==> config.mk <==
export PLATFORM = sky130hd
export DESIGN_NAME = bus_xfer
export DESIGN_NICKNAME = d
export VERILOG_FILES = /design/src/rtl/bus_xfer.sv
export SDC_FILE = /design/constraint.sdc
export NUM_CORES = 1
export LEC_CHECK = 0
export ABC_AREA = 1
export BUFFER_PORTS_ARGS = -buffer_cell sky130_fd_sc_hd__buf_2
export CORE_AREA = 2 2 122 124
export DETAILED_ROUTE_END_ITERATION = 8
export DIE_AREA = 0 0 124 126
export MAX_ROUTING_LAYER = met4
export PLACE_DENSITY = 0.84
export SETUP_SLACK_MARGIN = 0.15
export SYNTH_ARGS = -nofsm -noshare
export SYNTH_HDL_FRONTEND = slang
export SYNTH_SLANG_ARGS = --single-unit
export TNS_END_PERCENT = 5
==> constraint.sdc <==
create_clock -name clk -period 1.6 [get_ports clk]
set_clock_uncertainty 0.1 [all_clocks]
set_input_delay 0.24 -clock clk [delete_from_list [all_inputs] [get_ports clk]]
set_output_delay 0.24 -clock clk [all_outputs]
set_load 0.1 [all_outputs]
==> src/rtl/bus_xfer.sv <==
// Registered two-port bus transfer engine: arbitrate, drive bus_out from a source slot, strobe one destination.
// Optional parity on the driven bus is enabled by defining BUS_XFER_PARITY_EN.
module bus_xfer #(
  parameter int DATA_W     = 16,
  parameter int NUM_SRC    = 16,
  parameter int NUM_DST    = 16,
  parameter int SEL_W      = 4,
  parameter int STARVE_LIM = 4
) (
  input  logic                      clk,
  input  logic                      rst,
  input  logic [NUM_SRC*DATA_W-1:0] src_data,
  input  logic                      req_a,
  input  logic [SEL_W-1:0]          rd_sel_a,
  input  logic [SEL_W-1:0]          wr_sel_a,
  input  logic                      req_b,
  input  logic [SEL_W-1:0]          rd_sel_b,
  input  logic [SEL_W-1:0]          wr_sel_b,
  output logic                      gnt_a,
  output logic                      gnt_b,
  output logic [DATA_W-1:0]         bus_out,
  output logic [NUM_DST-1:0]        wr_en,
  output logic                      done,
`ifdef BUS_XFER_PARITY_EN
  output logic                      busy,
  output logic                      bus_par,
  output logic                      par_err
`else
  output logic                      busy
`endif
);

  localparam logic [1:0] S_IDLE  = 2'd0;
  localparam logic [1:0] S_DRIVE = 2'd1;
  localparam logic [1:0] S_WRITE = 2'd2;
  localparam logic [7:0] LIM     = 8'(STARVE_LIM);

  logic [1:0]         state;
  logic [SEL_W-1:0]   rd_lat;
  logic [SEL_W-1:0]   wr_lat;
  logic [7:0]         starve_cnt;
  logic               arb_en;
  logic               win_a;
  logic               win_b;
  logic [DATA_W-1:0]  src_val;
  logic [NUM_DST-1:0] onehot;

  // Arbitration: B only beats A once A has been favoured STARVE_LIM times in a row.
  always_comb begin
    arb_en = 1'b0;
    win_b  = 1'b0;
    win_a  = 1'b0;
    if (state == S_IDLE || state == S_WRITE) begin
      arb_en = 1'b1;
    end else begin
      arb_en = 1'b0;
    end
    win_b = arb_en && req_b && (!req_a || (starve_cnt == LIM));
    win_a = arb_en && !win_b && req_a;
  end

  // Source mux and destination decode; reserved index 0 and out-of-range selects give zero.
  always_comb begin
    src_val = {DATA_W{1'b0}};
    onehot  = {NUM_DST{1'b0}};
    if ((rd_lat != {SEL_W{1'b0}}) && (int'(rd_lat) < NUM_SRC)) begin
      src_val = src_data[int'(rd_lat)*DATA_W +: DATA_W];
    end else begin
      src_val = {DATA_W{1'b0}};
    end
    if ((wr_lat != {SEL_W{1'b0}}) && (int'(wr_lat) < NUM_DST)) begin
      onehot[int'(wr_lat)] = 1'b1;
    end else begin
      onehot = {NUM_DST{1'b0}};
    end
  end

  // Transfer sequencer: IDLE/WRITE arbitrate, DRIVE loads the bus and queues the strobe.
  always_ff @(posedge clk) begin
    if (rst) begin
      state   <= S_IDLE;
      rd_lat  <= {SEL_W{1'b0}};
      wr_lat  <= {SEL_W{1'b0}};
      gnt_a   <= 1'b0;
      gnt_b   <= 1'b0;
      bus_out <= {DATA_W{1'b0}};
      wr_en   <= {NUM_DST{1'b0}};
      done    <= 1'b0;
      busy    <= 1'b0;
    end else begin
      gnt_a <= win_a;
      gnt_b <= win_b;
      wr_en <= {NUM_DST{1'b0}};
      done  <= 1'b0;
      case (state)
        S_IDLE, S_WRITE: begin
          if (win_a || win_b) begin
            rd_lat <= win_b ? rd_sel_b : rd_sel_a;
            wr_lat <= win_b ? wr_sel_b : wr_sel_a;
            state  <= S_DRIVE;
            busy   <= 1'b1;
          end else begin
            state  <= S_IDLE;
            busy   <= 1'b0;
          end
        end
        S_DRIVE: begin
          bus_out <= src_val;
          wr_en   <= onehot;
          done    <= 1'b1;
          state   <= S_WRITE;
          busy    <= 1'b1;
        end
        default: begin
          state <= S_IDLE;
          busy  <= 1'b0;
        end
      endcase
    end
  end

  // Starvation counter: counts A wins while B waits, saturating at the limit.
  always_ff @(posedge clk) begin
    if (rst) begin
      starve_cnt <= 8'd0;
    end else if (win_b || !req_b) begin
      starve_cnt <= 8'd0;
    end else if (win_a && (starve_cnt != LIM)) begin
      starve_cnt <= starve_cnt + 8'd1;
    end else begin
      starve_cnt <= starve_cnt;
    end
  end

`ifdef BUS_XFER_PARITY_EN
  function automatic logic even_par(input logic [DATA_W-1:0] v);
    return ^v;
  endfunction

  // Parity bit tracks bus_out, loaded on the same DRIVE edge.
  always_ff @(posedge clk) begin
    if (rst) begin
      bus_par <= 1'b0;
    end else if (state == S_DRIVE) begin
      bus_par <= even_par(src_val);
    end else begin
      bus_par <= bus_par;
    end
  end

  // Integrity check while destinations consume the bus; built only from registered state.
  always_comb begin
    par_err = 1'b0;
    if (state == S_WRITE) begin
      par_err = (even_par(bus_out) != bus_par);
    end else begin
      par_err = 1'b0;
    end
  end
`endif

endmodule

After elaboration in Yosys (flattened, before gate mapping) --
Index checks and enable logic that the tools add are counted.
Word-level totals: flip-flop bits (word level) 54, input port bits 276, output and inout port bits 36, logic and storage cells 51
Operators by class: add/sub/neg operators 1, $lt $le $gt $ge 2, equality and inequality tests 4, shifts and indexed selects 1, mux-type cells 11, bitwise gates (word level) 2, reductions and logical operators 20
Operator list (number):
- $shiftx 256x9->16 | 1
- $mux 16 | 1
- $add 8x1->8 const B | 1
- $eq 8x3->1 const B | 1
- $mux 4 | 2
- $ne 8x3->1 const B | 1
- $reduce_bool 4->1 | 2
- $logic_and 1x1->1 | 6
- $lt 4x5->1 const B | 1
- $mux 1 | 5
- $demux 1 s4 | 1
- $ge 4x1->1 const B | 1
- $logic_or 1x1->1 | 4
- $pmux 2 s2 | 1
- $reduce_or 2->1 | 2
- $logic_not 1->1 | 3
- $reduce_or 3->1 | 1
- $eq 2x1->1 const B | 1
- $eq 2x2->1 const B | 1
- $logic_not 2->1 | 1
- $not 1->1 | 2
- $pmux 1 s2 | 1
- $reduce_and 2->1 | 1

Depth between registers and ports, before layout --
word-level depth 11, mapped depth 12, depth with buffers taken out 10

Worst setup path before layout --
OpenSTA, ideal clock, no wires.
kind reg-to-reg, from reg, netlist name done, to reg bus_out[10], arrival time 1.717 ns, required time 1.430 ns, setup slack -0.288 ns, cell stages (with the launch flop) 6, buffers on the path 1, period minus slack after synthesis 1.888 ns, cell sequence dfxtp_1 -> nor2_1 -> inv_2 -> buf_1 -> nand2_1 -> a21oi_1
RTL lines:
- to (signal assigned) | RTL line 86 | bus_out <= {DATA_W{1'b0}};
- to (signal assigned) | RTL line 108 | bus_out <= src_val;
- to (decl) | RTL line 21 | output logic [DATA_W-1:0] bus_out,

Final worst setup path --
from reg rd_lat[0], to reg bus_out[10]
Between the ends: longest elaborated chain between the ends 2
RTL lines:
- from (decl) | RTL line 39 | logic [SEL_W-1:0] rd_lat;
- from (signal assigned) | RTL line 82 | rd_lat <= {SEL_W{1'b0}};
- from (signal assigned) | RTL line 98 | rd_lat <= win_b ? rd_sel_b : rd_sel_a;
- $shiftx 256x9->16 / $reduce_bool 4->1 (equally long branches) | RTL line 67, 66
- $mux 16 * | RTL line 66 | if ((rd_lat != {SEL_W{1'b0}}) && (int'(rd_lat) < NUM_SRC)) begin
Every way passes the cells marked *; elsewhere a longest branch is shown, timed or not. A chain may end at the register's enable or synchronous reset.

==> results.cfg <==
[worst_setup_path]
critPathRequiredTime_ns = 1.72
critPathMaxFanout = 15
critPathLaunchType = flip-flop
critPathArrivalTime_ns = 1.73
end_kind = flip-flop
critPathKind = reg -> reg

[timing]
setup_tns_ns = -0.0103
timing.final.ws_setup_ns = -0.0103
slew_viol_final = 0
whs_ns = 0.103
grt_setup_unrepaired = yes
fmax_mhz = 621
period_needed_ns = 1.61
period_share = 1.01
tightest_slew_ns = 0.536
finalHoldViolCount = 0
slew_headroom = 0.645
setup_viol = 1

[yosys]
ys_ff_latch = 53
syn_nets = 1358
synth_area_per_cell_um2 = 4.92
syn-instance-count = 1080
synthFlopType = dfxtp_1
async_flop_share = 0
synth_edf_count = 0
ys_seq_area_frac = 0.199
synth_top_area_cell = nand2_1
synth_cell_types = 25
ys.warnings.count = 0
synth_area_um2 = 5320
synth_top_cells_by_area = nand2_1 (31%), dfxtp_1 (20%), inv_1 (18%), nand3_1 (16%), buf_2 (3.8%)
yosys.area.top_type_share = 0.314

[final_layout]
layout_commonest_cell = nand2_1
n_antenna_cell = 0
layout-drive-gt1-share = 0.309
register_area_um2 = 1070
n_fill_cell = 1466
multi_input_area_um2 = 3170
design_area_um2 = 8050
area_delta_synth_final_pct = 51.3
fin_nets = 1680
layout_common_cells = nand2_1 (432), buf_2 (305), inv_1 (258)

[global_route]
grt_antenna_before_repair = 0
overflow = 0
grt_max_degree = 62
grt_usage = 0.257
grt_pass1_wl_mm = 31.0
grt_pass1_vias = 6736

[floorplanning]
fp-row-count = 44
die_area_um2 = 15600
io_pins = 312
core_area_um2 = 14300
die_y_um = 126
start_util = 0.372
die_w_um = 124

[cts]
cts_root_buf = clkbuf_16
cts_buffer_depth = 2
cts.sinks = 53
cts_tree = yes
ctsHoldBuffers = 0
numCtsBuffers = 5
clk_pin_slew_worst_paths_ns = 0.07
insertion_delay_ns = 0.29
cts_htree_levels = 2

[detailed_routing]
num_vias = 7482
drt_pass1_iterations = 7
ant_nets = 0
via_per_inst = 4.71
drtIter0Drc = 507
wl_per_cell_um = 13.6
drc_errors = 0
routed_wirelength_mm = 21.5

[pwr]
powerDensity_nw_per_um2 = 638
ir_worst_vdd_uv = 438
p_leak_uw = 0.00514

[placement]
gp_congestion = 0.889
io_buffers = 311
dp_hpwl_mm = 15.9
postPlaceCellArea_um2 = 7340

[outcome]
violations = negative setup slack
status = finished, violations left

[run]
cap_violations = 0

[min_path]
hold_class = in -> reg
[cell usage after synthesis, drive strengths merged (3+ instances only)]
library cell / count
inv: 265
nand2: 446
buf: 49
dfxtp: 53
clkbuf: 5
a21oi: 22
nor2: 36
nor3: 4
nand3: 171
o21ai: 16
xnor2: 3
[sequential cells by signal (all words and copies together), names as in the netlist]
signal and flops:
bus_out 16, busy 1, rd_lat 4, state 1
gnt_b 1, done 1, starve_cnt 8, gnt_a 1
wr_en 16, wr_lat 4
[where the power goes]
group	internal, uW	switching, uW
logic	1060	1580
clock network	582	477
registers	1380	52.2
[per-stage QoR]
step	total power [uW]	instances	setup slack, ns	util
floorplan	2900	1080	0.151	-
global placement	3770	1561	-0.0780	0.513
detailed placement	3790	1561	-0.105	0.513
CTS	4960	1577	0.0275	0.537
global route	5470	1587	-0.0828	0.562
finish	5130	1587	-0.0103	0.562
[repair_timing]
| action | in CTS | in global routing |
|---|---|---|
| buffers inserted | 4 | 3 |
| gates cloned | 4 | 7 |
| gates resized for setup | 12 | 65 |
| endpoints found under the setup margin | 24 | 51 |
| pin swaps | 2 | 12 |
[cell type report]
cell class                      instances  area share
Multi-Input combinational cell        707       0.393
Sequential cell                        53       0.133
Timing Repair Buffer                  368       0.300
Clock buffer                            6      0.0160
Clock inverter                          2     0.00171
Inverter                              266       0.126
Tap cell                              184      0.0286
Timing Repair inverter                  1     0.00140
[routing by layer]
layer	vias to the layer above	global-route usage	share of wire
met2	360	0.469	0.50
met4	0	0.0674	0.024
met5	-	-	0
li1	3796	-	-
met3	44	0.0186	0.069
met1	3282	0.300	0.41
[critical path, cell delays in order, from the launching register on]
cell      delay [ns]
dfxtp_4         0.44
clkinv_8        0.11
buf_12          0.16
buf_12          0.14
nand2_1         0.07
nand3_2         0.08
nand3_2         0.12
nand3_2         0.08
nand2_1         0.06
nand2_1         0.05
a21oi_1         0.11
[final timing paths]
path	slack (ns)	to	from	cells after the start
worst min register to register	0.37	bus_out[5]	bus_out[5]	2
worst min-delay path	0.10	rd_lat[2]	rd_sel_b[2]	3
worst max register to register	-0.01	bus_out[10]	rd_lat[0]	10
worst max-delay path	-0.01	bus_out[10]	rd_lat[0]	10
[logic make-up after synthesis]
family,synth area share
AO/OA/AOI/OAI,0.0381
XOR/XNOR,0.00823
adder cells (fa/ha/maj),0.00470
buffers and inverters,0.237
flip-flops,0.199
other,0.000705
AND/OR/NAND/NOR,0.512
(Power assumes the default switching activity.)
